[config.mk]
export PLATFORM = sky130hd
export DESIGN_NAME = servo_array_ctrl_flat
export DESIGN_NICKNAME = d
export VERILOG_FILES = /design/src/rtl/servo_array_if.sv /design/src/rtl/servo_array_ctrl.sv /design/src/flat_wrapper.sv
export SDC_FILE = /design/constraint.sdc
export NUM_CORES = 1
export LEC_CHECK = 0
export BUFFER_PORTS_ARGS = -buffer_cell sky130_fd_sc_hd__buf_2
export CELL_PAD_IN_SITES_DETAIL_PLACEMENT = 2
export CELL_PAD_IN_SITES_GLOBAL_PLACEMENT = 2
export CORE_MARGIN = 2
export CORE_UTILIZATION = 30
export DETAILED_ROUTE_END_ITERATION = 10
export PLACE_DENSITY = 0.69
export SYNTH_ARGS = -nofsm -noshare
export SYNTH_HDL_FRONTEND = slang
export SYNTH_SLANG_ARGS = --single-unit
[constraint.sdc]
create_clock -name clk -period 4.2 [get_ports clk]
set_clock_uncertainty 0.1 [all_clocks]
set_input_delay 0.63 -clock clk [delete_from_list [all_inputs] [get_ports clk]]
set_output_delay 0.63 -clock clk [all_outputs]
set_load 0.005 [all_outputs]
[src/rtl/servo_array_if.sv]
// Servo array control bus: keyboard levels and UART command bytes in, PWM and status out.
// Latency: none, this is wiring only.
// Backpressure: none; bt_valid is a single-cycle strobe that is always accepted.
interface servo_array_if #(
    parameter int N_CH = 4,
    parameter int PW_W = 20
);
    logic [N_CH-1:0]      key_cw;
    logic [N_CH-1:0]      key_ccw;
    logic                 bt_valid;
    logic [7:0]           bt_data;
    logic [N_CH-1:0]      servo;
    logic [N_CH*PW_W-1:0] pos;
    logic [N_CH-1:0]      moving;
    logic [N_CH-1:0]      at_limit;

    // Stimulus side: drives requests and observes status.
    modport master (
        output key_cw, key_ccw, bt_valid, bt_data,
        input  servo, pos, moving, at_limit
    );

    // Controller side.
    modport slave (
        input  key_cw, key_ccw, bt_valid, bt_data,
        output servo, pos, moving, at_limit
    );
endinterface

[src/rtl/servo_array_ctrl.sv]
// N-channel servo controller: keyboard/BT command merge, saturating positions, glitch-free PWM.
// Latency: servo is registered (1 cycle); a new position reaches the PWM in the frame after its step tick.
// Backpressure: none; every bt_valid strobe is latched, and the newest byte wins.
module servo_array_ctrl #(
    parameter int N_CH           = 4,
    parameter int PW_W           = 20,
    parameter int PERIOD         = 2000000,
    parameter int PULSE_MIN      = 50000,
    parameter int PULSE_MAX      = 250000,
    parameter int PULSE_CENTER   = 150000,
    parameter int STEP           = 1000,
    parameter int STEP_FRAMES    = 1,
    parameter int TIMEOUT_FRAMES = 50
) (
    input  logic       clk,
    input  logic       rst_n,
    servo_array_if.slave bus
);
    localparam int FC_W  = (PERIOD > 2) ? $clog2(PERIOD) : 1;
    localparam int CMP_W = (FC_W > PW_W) ? FC_W : PW_W;
    localparam int SC_W  = (STEP_FRAMES > 1) ? $clog2(STEP_FRAMES) : 1;
    localparam int TO_W  = (TIMEOUT_FRAMES > 0) ? $clog2(TIMEOUT_FRAMES + 1) : 1;

    localparam logic [PW_W:0]   MIN_X  = (PW_W+1)'(PULSE_MIN);
    localparam logic [PW_W:0]   MAX_X  = (PW_W+1)'(PULSE_MAX);
    localparam logic [PW_W:0]   STEP_X = (PW_W+1)'(STEP);
    localparam logic [PW_W-1:0] CENTER = PW_W'(PULSE_CENTER);

    logic [FC_W-1:0] frame_cnt_q, frame_cnt_d;
    logic [SC_W-1:0] step_cnt_q, step_cnt_d;
    logic [7:0]      bt_cmd_q, bt_cmd_d;
    logic [TO_W-1:0] to_cnt_q, to_cnt_d;
    logic [N_CH-1:0] servo_q, servo_d;
    logic [N_CH-1:0] moving_q, moving_d;
    logic [PW_W-1:0] pos_q [N_CH];
    logic [PW_W-1:0] pos_d [N_CH];
    logic [PW_W-1:0] wsh_q [N_CH];
    logic [PW_W-1:0] wsh_d [N_CH];

    logic            frame_end;
    logic            step_tick;
    logic            home;
    logic [N_CH-1:0] up, dn;
    logic [PW_W:0]   sum   [N_CH];
    logic [PW_W-1:0] inc_w [N_CH];
    logic [PW_W-1:0] dec_w [N_CH];

    // Frame and step-tick timing.
    always_comb begin
        frame_end   = (frame_cnt_q == FC_W'(PERIOD - 1));
        frame_cnt_d = frame_end ? '0 : frame_cnt_q + 1'b1;
        step_tick   = frame_end && (step_cnt_q == SC_W'(STEP_FRAMES - 1));
        step_cnt_d  = step_cnt_q;
        if (frame_end) begin
            step_cnt_d = step_tick ? '0 : step_cnt_q + 1'b1;
        end
        home = (bt_cmd_q == 8'hFF);
    end

    // BT command latch: a fresh byte beats home completion, which beats the link-loss timeout.
    always_comb begin
        bt_cmd_d = bt_cmd_q;
        to_cnt_d = to_cnt_q;
        if (TIMEOUT_FRAMES > 0 && frame_end && bt_cmd_q != 8'h00) begin
            if (to_cnt_q == TO_W'(TIMEOUT_FRAMES - 1)) begin
                bt_cmd_d = 8'h00;
                to_cnt_d = '0;
            end else begin
                to_cnt_d = to_cnt_q + 1'b1;
            end
        end
        if (step_tick && home) begin
            bt_cmd_d = 8'h00;
            to_cnt_d = '0;
        end
        if (bus.bt_valid) begin
            bt_cmd_d = bus.bt_data;
            to_cnt_d = '0;
        end
    end

    // Per-channel requests and saturating candidates, computed one bit wider so nothing wraps.
    always_comb begin
        up = '0;
        dn = '0;
        for (int k = 0; k < N_CH; k++) begin
            up[k]    = bus.key_cw[k]  | (bt_cmd_q == 8'(2*k + 1));
            dn[k]    = bus.key_ccw[k] | (bt_cmd_q == 8'(2*k + 2));
            sum[k]   = {1'b0, pos_q[k]} + STEP_X;
            inc_w[k] = (sum[k] > MAX_X) ? MAX_X[PW_W-1:0] : sum[k][PW_W-1:0];
            dec_w[k] = ({1'b0, pos_q[k]} < (MIN_X + STEP_X)) ? MIN_X[PW_W-1:0]
                                                             : pos_q[k] - STEP_X[PW_W-1:0];
        end
    end

    // Position update at the step tick. The shadow width takes the post-tick value so the
    // new position is visible in the very next frame; PWM compares against the shadow only.
    always_comb begin
        moving_d = moving_q;
        servo_d  = '0;
        for (int k = 0; k < N_CH; k++) begin
            pos_d[k] = pos_q[k];
            if (step_tick) begin
                if (home) begin
                    pos_d[k]    = CENTER;
                    moving_d[k] = 1'b0;
                end else begin
                    moving_d[k] = up[k] ^ dn[k];
                    if (up[k] && !dn[k]) begin
                        pos_d[k] = inc_w[k];
                    end else if (dn[k] && !up[k]) begin
                        pos_d[k] = dec_w[k];
                    end
                end
            end
            wsh_d[k]   = frame_end ? pos_d[k] : wsh_q[k];
            servo_d[k] = CMP_W'(frame_cnt_q) < CMP_W'(wsh_q[k]);
        end
    end

    // State registers.
    always_ff @(posedge clk or negedge rst_n) begin
        if (!rst_n) begin
            frame_cnt_q <= '0;
            step_cnt_q  <= '0;
            bt_cmd_q    <= 8'h00;
            to_cnt_q    <= '0;
            servo_q     <= '0;
            moving_q    <= '0;
            for (int k = 0; k < N_CH; k++) begin
                pos_q[k] <= CENTER;
                wsh_q[k] <= CENTER;
            end
        end else begin
            frame_cnt_q <= frame_cnt_d;
            step_cnt_q  <= step_cnt_d;
            bt_cmd_q    <= bt_cmd_d;
            to_cnt_q    <= to_cnt_d;
            servo_q     <= servo_d;
            moving_q    <= moving_d;
            for (int k = 0; k < N_CH; k++) begin
                pos_q[k] <= pos_d[k];
                wsh_q[k] <= wsh_d[k];
            end
        end
    end

    // Status outputs; at_limit follows the position register directly.
    always_comb begin
        bus.servo    = servo_q;
        bus.moving   = moving_q;
        bus.pos      = '0;
        bus.at_limit = '0;
        for (int k = 0; k < N_CH; k++) begin
            bus.pos[k*PW_W +: PW_W] = pos_q[k];
            bus.at_limit[k] = (pos_q[k] == MIN_X[PW_W-1:0]) || (pos_q[k] == MAX_X[PW_W-1:0]);
        end
    end
endmodule
[src/flat_wrapper.sv]
// flat-port wrapper written by rule: the top's interface ports become plain ports
module servo_array_ctrl_flat 
#(
    parameter int N_CH           = 4,
    parameter int PW_W           = 20,
    parameter int PERIOD         = 2000000,
    parameter int PULSE_MIN      = 50000,
    parameter int PULSE_MAX      = 250000,
    parameter int PULSE_CENTER   = 150000,
    parameter int STEP           = 1000,
    parameter int STEP_FRAMES    = 1,
    parameter int TIMEOUT_FRAMES = 50
)
  (clk, rst_n, bus_key_cw, bus_key_ccw, bus_bt_valid, bus_bt_data, bus_servo, bus_pos, bus_moving, bus_at_limit);
  servo_array_if #(.N_CH(N_CH), .PW_W(PW_W)) bus_i ();
  input  logic clk;
  input  logic rst_n;
  input wire logic [$bits(bus_i.key_cw)-1:0] bus_key_cw;
  input wire logic [$bits(bus_i.key_ccw)-1:0] bus_key_ccw;
  input wire logic [$bits(bus_i.bt_valid)-1:0] bus_bt_valid;
  input wire logic [$bits(bus_i.bt_data)-1:0] bus_bt_data;
  output wire logic [$bits(bus_i.servo)-1:0] bus_servo;
  output wire logic [$bits(bus_i.pos)-1:0] bus_pos;
  output wire logic [$bits(bus_i.moving)-1:0] bus_moving;
  output wire logic [$bits(bus_i.at_limit)-1:0] bus_at_limit;
  assign bus_i.key_cw = bus_key_cw;
  assign bus_i.key_ccw = bus_key_ccw;
  assign bus_i.bt_valid = bus_bt_valid;
  assign bus_i.bt_data = bus_bt_data;
  assign bus_servo = bus_i.servo;
  assign bus_pos = bus_i.pos;
  assign bus_moving = bus_i.moving;
  assign bus_at_limit = bus_i.at_limit;
  servo_array_ctrl #(.N_CH(N_CH), .PW_W(PW_W), .PERIOD(PERIOD), .PULSE_MIN(PULSE_MIN), .PULSE_MAX(PULSE_MAX), .PULSE_CENTER(PULSE_CENTER), .STEP(STEP), .STEP_FRAMES(STEP_FRAMES), .TIMEOUT_FRAMES(TIMEOUT_FRAMES)) u_core (.clk(clk), .rst_n(rst_n), .bus(bus_i));
endmodule
==> reports/results.tsv, run 1 <==
metric	value	unit
outcome	complete, no violations	
WHS Path Cells	2	
Nets	2071	
initial antenna violation count	1	
Area Overhead vs Synth	16.7	%
Root Buffer	clkbuf_16	
share of cells above drive strength 1	20.3	%
final core utilization	35.4	%
Least-Margin Pin Slew	1.19	ns
Skew-Pair Late Insertion Delay	0.57	ns
routed len/inst	24.8	um
CTS tree	built	
die width	232	um
WP data arrival	4.31	ns
Main synth FF type	dfrtp_1	
vias in the first global route	16932	
Max Clk Rate	0.251	GHz
DR iter-0 viols	816	
Final Critical Period	3.98	ns
largest area contributor in the netlist	dfrtp_1	
drt pass-1 iters	5	
via count	15418	
GRT overflow	0	
pre-CTS WS	0.110	ns
largest net degree at the start of global routing	118	
Core Region	51300	um^2
io pins	111	
n_diodes	0	
Max IR drop VDD	0.000249	V
IO buf count	110	
Worst Hold Class	in -> reg	
clock slew at reported path FFs	0.06	ns
critical path startpoint	u_core.bt_cmd_q[4]$_DFFE_PN0P_	
Worst Hold End	u_core.bt_cmd_q[3]$_DFFE_PN0P_	
num rows	83	
final hold violations	0	
Post-Synthesis Cell Area	15500	um^2
Routed Antenna Nets	0	
clk buf depth	3	
sequential-to-total area share from yosys stat	33.4	%
DR DRC count	0	
DP Wirelength	48.2	mm
top cell type's share of synthesized area	22.5	%
Ys Warns	0	
Die Span Y	232	um
P per Cell Area	262	nW/um^2
Worst Slack Setup Final	0.220	ns
maxcap violations	0	
CP max FO	5	
hold_sp	bus_bt_data[3]	
Slew Limit Fails	0	
most frequent cells in the layout	nand2_1 (141), dfrtp_1 (140), inv_1 (139)	
CTS Buf Count	27	
# setup viols final	0	
first-pass GRT wire length	104	mm
Via-to-Cell Ratio	5.81	
Slew HR	20.0	%
Synth cell types	106	
Synth Net Count	1961	
R2R depth	12	
largest cells by area after synthesis	dfrtp_1 (23%), dfstp_2 (11%), ha_1 (7.9%)	
syn_area_per_cell	8.43	um^2
Num Clock Sinks	204	
FF-to-FF Start	u_core.bt_cmd_q[4]$_DFFE_PN0P_	
Initial Utilization	30.3	%
critical path required time	4.53	ns
GRT Total Usage	24.7	%
final period utilization	94.8	%
FFs w/ async S/R, synth	100	%
gpl congestion	0.858	
kind of critical path	reg -> reg	
Filler cells	5877	
die area	53700	um^2
P_leak	8.10	nW
cell count after synthesis	1844	
commonest non-fill, non-tap cell in the layout	nand2_1	
final std cells w/o fill	2655	
CP Capture Type	flip-flop	
worst r2r dst	u_core.wsh_q[39]$_DFFE_PN0N_	
H-tree depth	1	
#FFs+latches synth	204	
CP Launch Type	flip-flop	
Routed WL	66.0	mm
R2R setup slack	0.22	ns
total placed cells including tap cells	2602	
Post-synth EDFFs	0	
==> state kept, by name, summed over array words and instances (netlist names) <==
signal,cells
u_core.bt_cmd_q,8
u_core.wsh_q,80
u_core.step_cnt_q,1
u_core.frame_cnt_q,21
u_core.to_cnt_q,6
u_core.bus.pos,80
u_core.bus.moving,4
u_core.bus.servo,4
==> kinds of logic after synthesis <==
family,after synthesis,share of synthesized area [%]
AND/OR/NAND/NOR,633,20.9
adder cells (fa/ha/maj),98,7.89
AO/OA/AOI/OAI,556,25.8
flip-flops,204,33.4
XOR/XNOR,62,3.49
buffers and inverters,264,6.58
multiplexers,27,2.00
==> final cells by class <==
class / count / area (um^2) / area share, %
Multi-Input combinational cell: 1376 / 9380 / 51.7
Sequential cell: 204 / 5180 / 28.6
Timing Repair Buffer: 200 / 1280 / 7.04
Tap cell: 680 / 851 / 4.69
Clock buffer: 40 / 774 / 4.27
Inverter: 145 / 544 / 3.00
Clock inverter: 10 / 131 / 0.724
==> per-stage QoR <==
stage	area [um^2]	power (W)	TNS (ns)	hold WS, ns
6_report	18100	0.00475	0	0.194
5_1_grt	18100	0.00490	-0.0143	0.207
4_1_cts	18100	0.00481	0	0.177
3_5_place_dp	17200	0.00235	0	0.391
3_3_place_gp	17200	0.00234	0	0.358
2_1_floorplan	15500	0.00220	0	0.234
==> metal layers <==
metal	wire length, um	GRT usage [%]	vias to the layer above
li1	-	-	6964
met1	29900	32.5	8011
met2	32000	42.6	332
met3	2160	2.23	111
met4	1940	8.03	0
met5	0	0	-
==> worst max-delay path: stages (launching register included) <==
cell and delay [ns]:
dfrtp_1 0.39, or4_1 0.58, nor3_1 0.33, a21oi_1 0.16, inv_1 0.09, ha_1 0.33, nor2b_1 0.28, o41ai_1 0.21
or3b_2 0.55, o41ai_2 0.31, xor2_1 0.13, a221oi_1 0.31, a21oi_1 0.07
==> synthesized netlist by cell type (15+ instances only) <==
cell and count:
nand2_1 141, dfrtp_1 140, inv_1 139, nor2_1 139
a21oi_1 105, ha_1 98, clkbuf_1 95, o21ai_0 93
dfstp_2 64, nor3_1 57, nand3_1 54, a21o_1 50
xnor2_1 47, nand4_1 36, a31oi_1 27, and2_1 26
nand2b_1 25, or3_1 25, a211oi_1 24, mux2_2 24
o31ai_1 24, nor2b_1 22, nor4_1 22, a22o_1 20
and3_1 20, o21a_1 18, or2_2 16, o22ai_1 15
xor2_1 15
==> where the power goes <==
part           total [W]  switching, W  internal (W)
Sequential       0.00202     0.0000321       0.00199
Clock            0.00243      0.000977       0.00146
Combinational   0.000297      0.000199     0.0000979
==> how the worst max path moves through the flow <==
stage	end	slack, ns
final	u_core.wsh_q[39]$_DFFE_PN0N_	0.22
after global routing	u_core.wsh_q[39]$_DFFE_PN0N_	-0.01
after CTS	u_core.wsh_q[39]$_DFFE_PN0N_	0.08
after detailed placement	u_core.wsh_q[39]$_DFFE_PN0N_	0.11
after global placement	u_core.wsh_q[39]$_DFFE_PN0N_	0.26
after floorplan	u_core.wsh_q[57]$_DFFE_PN1N_	0.56
==> timing repair <==
action	CTS	global route
buffers inserted	0	2
gates resized for setup	0	1
endpoints found under the setup margin	0	3
hold buffers	1	0
hold endpoints to repair	31	0
No activity file was read; power rests on OpenSTA's default activity.
==> inputs of run 2 (changes only) <==
--- a/config.mk
+++ b/config.mk
@@ -5,13 +5,14 @@
 export SDC_FILE = /design/constraint.sdc
 export NUM_CORES = 1
 export LEC_CHECK = 0
+export ABC_AREA = 1
 export BUFFER_PORTS_ARGS = -buffer_cell sky130_fd_sc_hd__buf_2
 export CELL_PAD_IN_SITES_DETAIL_PLACEMENT = 2
 export CELL_PAD_IN_SITES_GLOBAL_PLACEMENT = 2
 export CORE_MARGIN = 2
 export CORE_UTILIZATION = 30
 export DETAILED_ROUTE_END_ITERATION = 10
-export PLACE_DENSITY = 0.69
+export PLACE_DENSITY = 0.74
 export SYNTH_ARGS = -nofsm -noshare
 export SYNTH_HDL_FRONTEND = slang
 export SYNTH_SLANG_ARGS = --single-unit
==> reports/results.tsv, run 2 <==
metric	value	unit	change
outcome	complete, no violations		
critical path required time	4.56	ns	+0.03 ns
clock slew at reported path FFs	0.06	ns	about the same
Core Region	52600	um^2	+2.4%
io pins	111		unchanged
Initial Utilization	30.4	%	+0.078 points
via count	16599		+7.7%
Slew Limit Fails	0		unchanged
die area	55100	um^2	+2.7%
#FFs+latches synth	204		unchanged
H-tree depth	1		unchanged
CP Capture Type	flip-flop		
most frequent cells in the layout	nand2_1 (725), inv_1 (306), nor2_1 (213)		
initial antenna violation count	0		-1
Least-Margin Pin Slew	1.01	ns	-0.172 ns
cell count after synthesis	2359		+28%
P_leak	9.53	nW	+18%
Slew HR	32.4	%	+12 points
top cell type's share of synthesized area	21.9	%	-0.59 points
DP Wirelength	50.1	mm	+3.8%
num rows	84		+1.2%
Post-synth EDFFs	0		unchanged
# setup viols final	0		unchanged
Max IR drop VDD	0.000271	V	+8.7%
crit-path cells	nor4_1 -> inv_1 -> nor3_1 -> a21oi_1 -> inv_1 -> ha_1 -> inv_1 -> nor4_1 -> nand4_1 -> xor2_1 -> o21ai_0 -> nor2_1 -> nand3_1 -> o21ai_0 -> nand2_1 -> o21ai_0		
Root Buffer	clkbuf_16		
maxcap violations	0		unchanged
Via-to-Cell Ratio	5.24		-9.8%
final hold violations	0		unchanged
syn_area_per_cell	6.77	um^2	-20%
R2R setup slack	0.46	ns	+0.24 ns
IO buf count	110		unchanged
routed len/inst	21.0	um	-16%
largest cells by area after synthesis	dfrtp_1 (22%), nand2_1 (17%), dfstp_2 (11%)		
Nets	2576		+24%
Buf+Inv Stages, Crit Path	3		+2
Num Clock Sinks	204		unchanged
slowest stage cell on the critical path	nor4_1		
final period utilization	89.0	%	-5.8 points
Setup TNS	0	ns	unchanged
Main synth FF type	dfrtp_1		
Routed WL	66.4	mm	+0.71%
unrepaired setup endpoints after global routing	false		
kind of critical path	reg -> reg		
vias in the first global route	18321		+8.2%
largest net degree at the start of global routing	91		-23%
WP data arrival	4.10	ns	-0.21 ns
Ys Warns	0		unchanged
gpl congestion	0.873		+1.8%
total placed cells including tap cells	3118		+20%
Hold Buf Count CTS	0		-1
final std cells w/o fill	3168		+19%
Die Span Y	235	um	+1.3%
die width	235	um	+1.3%
FFs w/ async S/R, synth	100	%	unchanged
largest area contributor in the netlist	dfrtp_1		
post_cts resized	0		unchanged
Worst Hold Class	in -> async		
Final Critical Period	3.74	ns	-0.242 ns
sequential-to-total area share from yosys stat	32.5	%	-0.88 points
Post-Synthesis Cell Area	16000	um^2	+2.7%
Synth Net Count	2476		+26%
DR iter-0 viols	770		-5.6%
share of cells above drive strength 1	13.7	%	-6.6 points
Skew-Pair Late Insertion Delay	0.55	ns	-0.02 ns
Synth cell types	61		-42%
P per Cell Area	248	nW/um^2	-5.4%
CTS Buf Count	27		unchanged
CP Launch Type	flip-flop		
GRT overflow	0		unchanged
slowest stage delay, CP	0.50	ns	-0.08 ns
most frequent cell after synthesis	nand2_1		
clk buf depth	3		unchanged
CP delay by family, top	simple AND/OR/NAND/NOR gates		
drt pass-1 iters	5		unchanged
Area Overhead vs Synth	14.1	%	
most frequent cells after synthesis	nand2_1 (726), inv_1 (306), nor2_1 (213)		
first-pass GRT wire length	105	mm	+1.7%
Max Clk Rate	0.268	GHz	+6.5%
CP max FO	9		+4
Routed Antenna Nets	0		unchanged
n_diodes	0		unchanged
GRT Total Usage	23.7	%	-0.98 points
CTS tree	built		
commonest non-fill, non-tap cell in the layout	nand2_1		
DR DRC count	0		unchanged
# Post-CTS Setup Buffers	0		unchanged
-- run 2: cells by family (layout without fill, tap and decap cells) --
family                     count (synthesis)  in the layout  synth area share [%]
and+or+nand+nor                         1313           1313                  36.4
DFF                                      204            204                  32.5
adders and majority gates                 98             98                  7.68
xor gates and xnor gates                  40             40                  2.24
muxes                                      1              1                0.0627
AOI/OAI and AO/OA                        309            309                  11.4
buffers and inverters                    394            515                  9.67
-- run 2: worst paths after layout --
check | from | cells past startpoint | to
setup / recovery | u_core.bt_cmd_q[5]$_DFFE_PN0P_ | 16 | u_core.wsh_q[38]$_DFFE_PN0N_
hold / removal | rst_n | 1 | u_core.bus.pos[60]$_DFF_PN0_
setup reg to reg | u_core.bt_cmd_q[5]$_DFFE_PN0P_ | 16 | u_core.wsh_q[38]$_DFFE_PN0N_
hold reg to reg | u_core.wsh_q[7]$_DFFE_PN1N_ | 2 | u_core.wsh_q[7]$_DFFE_PN1N_
max in group asynchronous | rst_n | 2 | u_core.wsh_q[48]$_DFFE_PN1N_
min in group clk | bus_bt_data[5] | 3 | u_core.bt_cmd_q[5]$_DFFE_PN0P_
-- run 2: metrics by stage --
| step | power (W) | util, % | setup slack, ns | area, um^2 | hold slack (ns) |
|---|---|---|---|---|---|
| 2_1_floorplan | 0.00211 | - | 1.37 | 16000 | 0.234 |
| 3_3_place_gp | 0.00220 | 33.0 | 0.799 | 17300 | 0.357 |
| 3_5_place_dp | 0.00221 | 33.0 | 0.515 | 17300 | 0.361 |
| 4_1_cts | 0.00458 | 34.7 | 0.501 | 18200 | 0.0465 |
| 5_1_grt | 0.00467 | 34.7 | 0.102 | 18200 | 0.0762 |
| 6_report | 0.00452 | 34.7 | 0.462 | 18200 | 0.0158 |
-- run 2: worst register-to-register path: cells and delay by family, from the launching register on --
kind | cells | cell delay, ns
buf+inv | 3 | 0.39
compound gates | 4 | 0.49
flops | 1 | 0.41
xor+xnor | 1 | 0.19
fa+ha+maj | 1 | 0.36
simple gates | 7 | 1.70
-- run 2: per-layer routing --
metal  track usage (%)  routed length (um)  vias up
met1              30.5               30100     8418
met2              43.2               33500      245
li1                  -                   -     7856
met3              2.24                1630       80
met5                 0                   0        -
met4              4.49                1170        0
-- run 2: cell type report --
cell class / count / area, um^2
Clock buffer: 41 / 838
Clock inverter: 9 / 61.3
Fill cell: 6374 / 34300
Inverter: 330 / 1240
Multi-Input combinational cell: 1761 / 9240
Sequential cell: 204 / 5180
Tap cell: 688 / 861
Timing Repair Buffer: 135 / 798
-- run 2: power breakdown --
group	internal, W	switching (W)
clock	0.00138	0.000967
combinational	0.0000467	0.000143
sequential	0.00198	0.00000876
total	0.00340	0.00112
